[src/rtl/seq_mult_gen_if.sv]
// Request/result bundle between a controller (master) and the shared
// sequential multiplier (slave).
interface seq_mult_gen_if #(
  parameter int unsigned N = 4
);
  logic             start;
  logic             signed_mode;
  logic [N-1:0]     word1;
  logic [N-1:0]     word2;
  logic [2*N-1:0]   product;
  logic             ready;
  logic             busy;
  logic             done;

  modport master (
    output start, signed_mode, word1, word2,
    input  product, ready, busy, done
  );

  modport slave (
    input  start, signed_mode, word1, word2,
    output product, ready, busy, done
  );
endinterface

[src/rtl/seq_mult_gen.sv]
// Radix-2 shift-add sequential multiplier, N iterations per product,
// run-time signed/unsigned selection, start/ready/done handshake.
module seq_mult_gen #(
  parameter int unsigned N = 4
) (
  input  logic          clk,
  input  logic          rst,
  seq_mult_gen_if.slave bus
);
  localparam int unsigned CW = $clog2(N);

  typedef enum logic [1:0] {IDLE, CALC, DONE} state_t;

  state_t           state;
  logic [N-1:0]     mcand;
  logic [N:0]       acc_hi;
  logic [N-1:0]     acc_lo;
  logic [CW-1:0]    cnt;
  logic             smode;
  logic [2*N-1:0]   product_q;
  logic             ready_q;
  logic             busy_q;
  logic             done_q;

  logic [N:0]       mcand_ext;
  logic [N:0]       addend;
  logic [N+1:0]     sum;
  logic             shift_in;
  logic [N:0]       nxt_hi;
  logic [N-1:0]     nxt_lo;

  // One iteration: conditional add (subtract on the signed MSB step), then shift.
  always_comb begin
    mcand_ext = smode ? {mcand[N-1], mcand} : {1'b0, mcand};
    addend    = '0;
    if (acc_lo[0]) begin
      addend = (smode && (cnt == '0)) ? (N+1)'(-mcand_ext) : mcand_ext;
    end
    sum      = {1'b0, acc_hi} + {1'b0, addend};
    shift_in = smode ? sum[N] : sum[N+1];
    nxt_hi   = {shift_in, sum[N:1]};
    nxt_lo   = {sum[0], acc_lo[N-1:1]};
  end

  always_ff @(posedge clk or posedge rst) begin
    if (rst) begin
      state     <= IDLE;
      mcand     <= '0;
      acc_hi    <= '0;
      acc_lo    <= '0;
      cnt       <= '0;
      smode     <= 1'b0;
      product_q <= '0;
      ready_q   <= 1'b1;
      busy_q    <= 1'b0;
      done_q    <= 1'b0;
    end else begin
      case (state)
        IDLE, DONE: begin
          if (bus.start) begin
            mcand   <= bus.word1;
            acc_lo  <= bus.word2;
            smode   <= bus.signed_mode;
            acc_hi  <= '0;
            cnt     <= CW'(N - 1);
            state   <= CALC;
            ready_q <= 1'b0;
            busy_q  <= 1'b1;
            done_q  <= 1'b0;
          end else begin
            state   <= IDLE;
            ready_q <= 1'b1;
            busy_q  <= 1'b0;
            done_q  <= 1'b0;
          end
        end
        CALC: begin
          acc_hi <= nxt_hi;
          acc_lo <= nxt_lo;
          if (cnt == '0) begin
            // Low 2N bits of the shifted accumulator are the exact product.
            product_q <= {nxt_hi[N-1:0], nxt_lo};
            state     <= DONE;
            ready_q   <= 1'b1;
            busy_q    <= 1'b0;
            done_q    <= 1'b1;
          end else begin
            cnt <= cnt - CW'(1);
          end
        end
        default: begin
          state   <= IDLE;
          ready_q <= 1'b1;
          busy_q  <= 1'b0;
          done_q  <= 1'b0;
        end
      endcase
    end
  end

  assign bus.product = product_q;
  assign bus.ready   = ready_q;
  assign bus.busy    = busy_q;
  assign bus.done    = done_q;
endmodule

[src/flat_wrapper.sv]
// flat-port wrapper written by rule: the top's interface ports become plain ports
module seq_mult_gen_flat 
#(
  parameter int unsigned N = 4
)
  (clk, rst, bus_start, bus_signed_mode, bus_word1, bus_word2, bus_product, bus_ready, bus_busy, bus_done);
  seq_mult_gen_if #(.N(N)) bus_i ();
  input  logic clk;
  input  logic rst;
  input wire logic [$bits(bus_i.start)-1:0] bus_start;
  input wire logic [$bits(bus_i.signed_mode)-1:0] bus_signed_mode;
  input wire logic [$bits(bus_i.word1)-1:0] bus_word1;
  input wire logic [$bits(bus_i.word2)-1:0] bus_word2;
  output wire logic [$bits(bus_i.product)-1:0] bus_product;
  output wire logic [$bits(bus_i.ready)-1:0] bus_ready;
  output wire logic [$bits(bus_i.busy)-1:0] bus_busy;
  output wire logic [$bits(bus_i.done)-1:0] bus_done;
  assign bus_i.start = bus_start;
  assign bus_i.signed_mode = bus_signed_mode;
  assign bus_i.word1 = bus_word1;
  assign bus_i.word2 = bus_word2;
  assign bus_product = bus_i.product;
  assign bus_ready = bus_i.ready;
  assign bus_busy = bus_i.busy;
  assign bus_done = bus_i.done;
  seq_mult_gen #(.N(N)) u_core (.clk(clk), .rst(rst), .bus(bus_i));
endmodule
[config.mk]
export PLATFORM = sky130hd
export DESIGN_NAME = seq_mult_gen_flat
export DESIGN_NICKNAME = d
export VERILOG_FILES = /design/src/rtl/seq_mult_gen_if.sv /design/src/rtl/seq_mult_gen.sv /design/src/flat_wrapper.sv
export SDC_FILE = /design/constraint.sdc
export NUM_CORES = 1
export LEC_CHECK = 0
export BUFFER_PORTS_ARGS = -buffer_cell sky130_fd_sc_hd__buf_4
export CORE_UTILIZATION = 49
export DETAILED_ROUTE_END_ITERATION = 16
export GPL_ROUTABILITY_DRIVEN = 0
export PLACE_DENSITY = 0.74
export SLEW_MARGIN = 20
export SYNTH_ARGS = -nofsm -noshare
export SYNTH_HDL_FRONTEND = slang
export SYNTH_SLANG_ARGS = --single-unit
[constraint.sdc]
create_clock -name clk -period 3 [get_ports clk]
set_input_delay 0.15 -clock clk [delete_from_list [all_inputs] [get_ports clk]]
set_output_delay 0.15 -clock clk [all_outputs]
set_load 0.02 [all_outputs]
==> After elaboration in Yosys (flattened, before gate mapping) <==
Index checks and enable logic that the tools add are counted.
{ "op_classes": {"n_reduce_logical": 9, "eq_ne": 5, "muxes": 21, "addsub": 3} }
{ "op_table": {"columns": ["cell", "count"], "rows": [
  ["$mux W5", 4],
  ["$pmux W5 S2", 1],
  ["$pmux W2 S2", 2],
  ["$pmux W4 S2", 1],
  ["$mux W1", 7],
  ["$add A5 B5 Y6", 1],
  ["$mux W2", 3],
  ["$reduce_and A2 Y1", 3],
  ["$neg A5 Y5", 1],
  ["$logic_not A2 Y1", 2],
  ["$mux W4", 1],
  ["$ne A2 B2 Y1 const B", 2],
  ["$pmux W1 S2", 2],
  ["$reduce_and A3 Y1", 1],
  ["$eq A2 B1 Y1 const B", 1],
  ["$eq A2 B2 Y1 const B", 1],
  ["$ne A2 B1 Y1 const B", 1],
  ["$reduce_bool A2 Y1", 1],
  ["$reduce_or A2 Y1", 1],
  ["$sub A2 B1 Y2 const B", 1],
  ["$logic_and A1 B1 Y1", 1]
]} }
{ "word_totals": {"wordCells": 48, "output_inout_bits": 11, "input_bits": 12, "regBits": 29} }

==> Longest topological paths before layout <==
{ "depth": {"depth_word": 7, "depth_mapped": 12, "depth_no_buf": 11} }

==> Worst setup path after synthesis <==
No wires, ideal clock.
{ "synth_path": {"path_kind": "reg2reg", "from": "register u_core.cnt[0]", "to": "register u_core.product_q[6] (netlist: u_core.bus.product[6])", "setup_ns": 0.125, "setup_slack_ns": 0.713, "period_less_slack_ns": 2.287, "arrival_ns": 2.162, "path_stages_with_launch": 12, "path_cell_list": "dfrtp_1 -> inv_1 -> ha_1 -> buf_4 -> nand2_1 -> nand2_1 -> a21boi_0 -> ha_1 -> a21o_1 -> a211oi_1 -> nor2_1 -> mux2_4"} }
{ "synth_between": {"elab_chain_cells": 5, "elab_cells_between_ends": 6, "cone_classes": "1 x add/sub; 2 x mux; 3 x reduce/logical"} }
{ "synth_rtl": {"columns": ["element", "line", "source"], "rows": [
  ["from (decl)", "seq_mult_gen.sv:18", "logic [CW-1:0] cnt;"],
  ["from (signal assigned)", "seq_mult_gen.sv:65", "cnt <= CW'(N - 1);"],
  ["from (signal assigned)", "seq_mult_gen.sv:88", "cnt <= cnt - CW'(1);"],
  ["$logic_not A2 Y1 (*)", "seq_mult_gen.sv:37, seq_mult_gen.sv:80", null],
  ["$logic_and A1 B1 Y1", "seq_mult_gen.sv:37", "addend = (smode && (cnt == '0)) ? (N+1)'(-mcand_ext) : mcand_ext;"],
  ["$mux W5", "seq_mult_gen.sv:37", null],
  ["$mux W5", "seq_mult_gen.sv:36", "if (acc_lo[0]) begin"],
  ["$add A5 B5 Y6", "seq_mult_gen.sv:39", "sum = {1'b0, acc_hi} + {1'b0, addend};"],
  ["to (signal assigned)", "seq_mult_gen.sv:82", "product_q <= {nxt_hi[N-1:0], nxt_lo};"],
  ["to (decl)", "seq_mult_gen.sv:20", "logic [2*N-1:0] product_q;"]
]} }
Mark *: on every way between the ends. The rest lies on a longest branch, timed or not.
A chain may end at the register's enable or synchronous reset.

==> Final worst setup path <==
{ "layout_path": {"from": "register u_core.cnt[0]", "to": "register u_core.product_q[7] (netlist: u_core.bus.product[7])"} }
The elaborated chain is that of the path after synthesis.

==> impl_metrics.tcl <==
set metrics [dict create \
    io_pins 23 \
    r2r_cells 11 \
    start_util_pct 52.59 \
    max_freq_mhz 389.6 \
    grt_pass1_wl_mm 4.678 \
    cts_tree "done" \
    die_w_um 56.87 \
    antenna_found_initial 0 \
    synth_mux_area_share_pct 12.13 \
    rows 19 \
    fin_cells 183 \
    synth_top_area_share_pct 44.11 \
    cp-endpoint "u_core.bus.product[7]" \
    clk_pin_slew_ps 150 \
    drc_errors 0 \
    p_leak_uw 0.0007928 \
    clk_latency_ps 330 \
    ys.flop_type "dfrtp_1" \
    grt.overflow.total 0 \
    drt_pass1_iterations 4 \
    synth-seq-cells 27 \
    synth_edf_count 0 \
    r2r_end "u_core.bus.product[7]" \
    fillers 229 \
    startpoint "u_core.cnt[0]" \
    critical_path_arrival_ps 2800 \
    finalHoldViolCount 0 \
    avgViaCountPerCell 5.705 \
    port_buffers 22 \
    cellPowerDensity_nw_per_um2 1123 \
    clk_path_buf_depth 2 \
    cts-root-buf "clkbuf_4" \
    dp_cells 178 \
    synth_nets 151 \
    synth.largest_area_cell "dfrtp_1" \
    skew_ps 8.631 \
    cts_resized 0 \
    synthArstFlopShare_pct 100.0 \
    tns_ps 0 \
    cts_hold_buf 0 \
    whs_ps 29.85 \
    cp-start-kind "flip-flop" \
    slew_viol_final 0 \
    ys_top_cells_by_count "dfrtp_1, nand2_1, nor2_1" \
    syn-cell-area_um2 1475 \
    yosysWarnings 0 \
    timing.final.crit_period_ps 2567 \
    seq_area_frac_synth_pct 45.89 \
    worstPathRequired_ps 3230 \
    ant_nets 0 \
    vias 1044 \
    crit_fanout 7 \
    tightest_slew_ps 680.0 \
    min_path_type "input pin to flip-flop" \
    nets 173 \
    slew_headroom_pct 54.57 \
    post-route-period-util_pct 85.56 \
    r2r_start "u_core.cnt[0]" \
    cts_setup_buffers 0 \
    synth_compound_area_share_pct 15.18 \
    ir_drop_mv 0.4940 \
    setup_viol 0 \
    die_h_um 56.87 \
    yosys.cell_count.top_type "dfrtp_1" \
    yosysUniqueCellTypes 38 \
    synth_xor_area_share_pct 1.781 \
    ys_top_cells_by_area "dfrtp_1, mux2_4, ha_1" \
    hpwl_mm 1.910 \
    synth_top_family_by_area "compound AO/OA/AOI/OAI gates" \
    core_area_um2 2805 \
    dieArea_um2 3234 \
    synth_fa_ha_area_share_pct 7.294 \
    outcome "finished clean" \
    drt_iter0_markers 17 \
    synth.avg_cell_area_um2 11.26 \
    rrSetupSlack_ps 430 \
    wire_per_inst_um 14.37 \
    grt_usage_pct 18.49 \
    postRouteWirelength_mm 2.630 \
    antenna-diode-count 0 \
    grt_max_degree 28 \
    cts_buffers 3 \
    grt_pass1_vias 1098 \
    end_kind "flip-flop" \
    grt_setup_unrepaired "no" \
    cts_sinks 27 \
    maxCapViolations 0 \
    area_growth_pct 12.89 \
    drive_gt1_share_pct 26.32 \
    crit_type "flip-flop to flip-flop" \
    synth-simple-area-share_pct 12.38 \
    netlist_instances 131 \
    htree_levels 1 \
]
critical path, stage by stage (launching register included):
cell and delay [ps]:
dfrtp_1 430, inv_1 70, ha_1 370, nand2_1 160
nor2_1 130, xor2_1 70, and2_1 160, ha_1 330
a21o_1 210, a21oi_2 150, xnor2_1 120, mux2_4 270
cell families after synthesis:
logic type	Yosys count
and+or+nand+nor	34
adders and majority gates	8
muxes	14
xor gates and xnor gates	3
buffers and inverters	12
AOI/OAI and AO/OA	33
DFF	27
layout make-up:
class / count / area, um2 / area share, %
inverter: 6 / 25.02 / 1.503
multi-input combinational: 92 / 719.4 / 43.20
sequential: 27 / 676.9 / 40.65
clock buffer: 3 / 22.52 / 1.352
timing repair buffer: 23 / 175.2 / 10.52
clock inverter: 1 / 7.507 / 0.4508
tap: 31 / 38.79 / 2.329
sequential cells by signal, indices dropped and copies added (netlist names):
register	flops
u_core.bus.product	8
u_core.acc_hi	5
u_core.acc_lo	4
u_core.mcand	4
u_core.cnt	2
u_core.state	2
u_core.bus.ready	1
u_core.smode	1
stage by stage:
step,utilization (%),instance area [um2],worst slack [ps],total power [uW]
2_1_floorplan,-,1475,713.0,1473
3_3_place_gp,57.94,1625,562.9,1679
3_5_place_dp,57.94,1625,467.3,1717
4_1_cts,59.01,1655,419.6,1885
5_1_grt,59.37,1665,225.7,2016
6_report,59.37,1665,433.2,1871
placed cells by master, fill, tap and decap left out, types with 3 or more instances in the layout:
| master | synthesis | final |
|---|---|---|
| o21ai_0 | 3 | 3 |
| a211oi_1 | 6 | 6 |
| nand2_1 | 9 | 9 |
| a21oi_1 | 7 | 7 |
| mux2_4 | 7 | 7 |
| nand2b_1 | 3 | 3 |
| inv_1 | 5 | 4 |
| nor2_1 | 9 | 9 |
| clkbuf_4 | 0 | 3 |
| dfrtp_1 | 26 | 26 |
| nor2b_1 | 5 | 5 |
| o21ai_1 | 4 | 4 |
| buf_4 | 2 | 22 |
| ha_1 | 7 | 7 |
| a22o_1 | 3 | 3 |
| mux2_1 | 3 | 3 |
| mux2i_1 | 4 | 4 |
report_power, final:
group          internal, uW  leakage (uW)  switching [uW]  total (uW)
sequential              543      0.000324             171         715
clock                  51.0     0.0000139             110         161
combinational           501      0.000454             495         996
how the worst min path moves through the flow:
stage                                from                to  cells past startpoint
after floorplan                       rst  u_core.acc_hi[0]                      1
after global placement       bus_word1[1]   u_core.mcand[1]                      3
after detailed placement     bus_word1[1]   u_core.mcand[1]                      3
after CTS                    bus_word1[1]   u_core.mcand[1]                      3
after global routing      bus_signed_mode      u_core.smode                      2
final                        bus_word1[1]   u_core.mcand[1]                      3
routing by layer:
metal	global-route usage, %	share of wire, %
met5	0	0
met4	8.362	1.7
met3	2.304	3.0
met2	31.46	51
met1	23.50	44
Note: power is estimated with default switching activity, not from simulation.
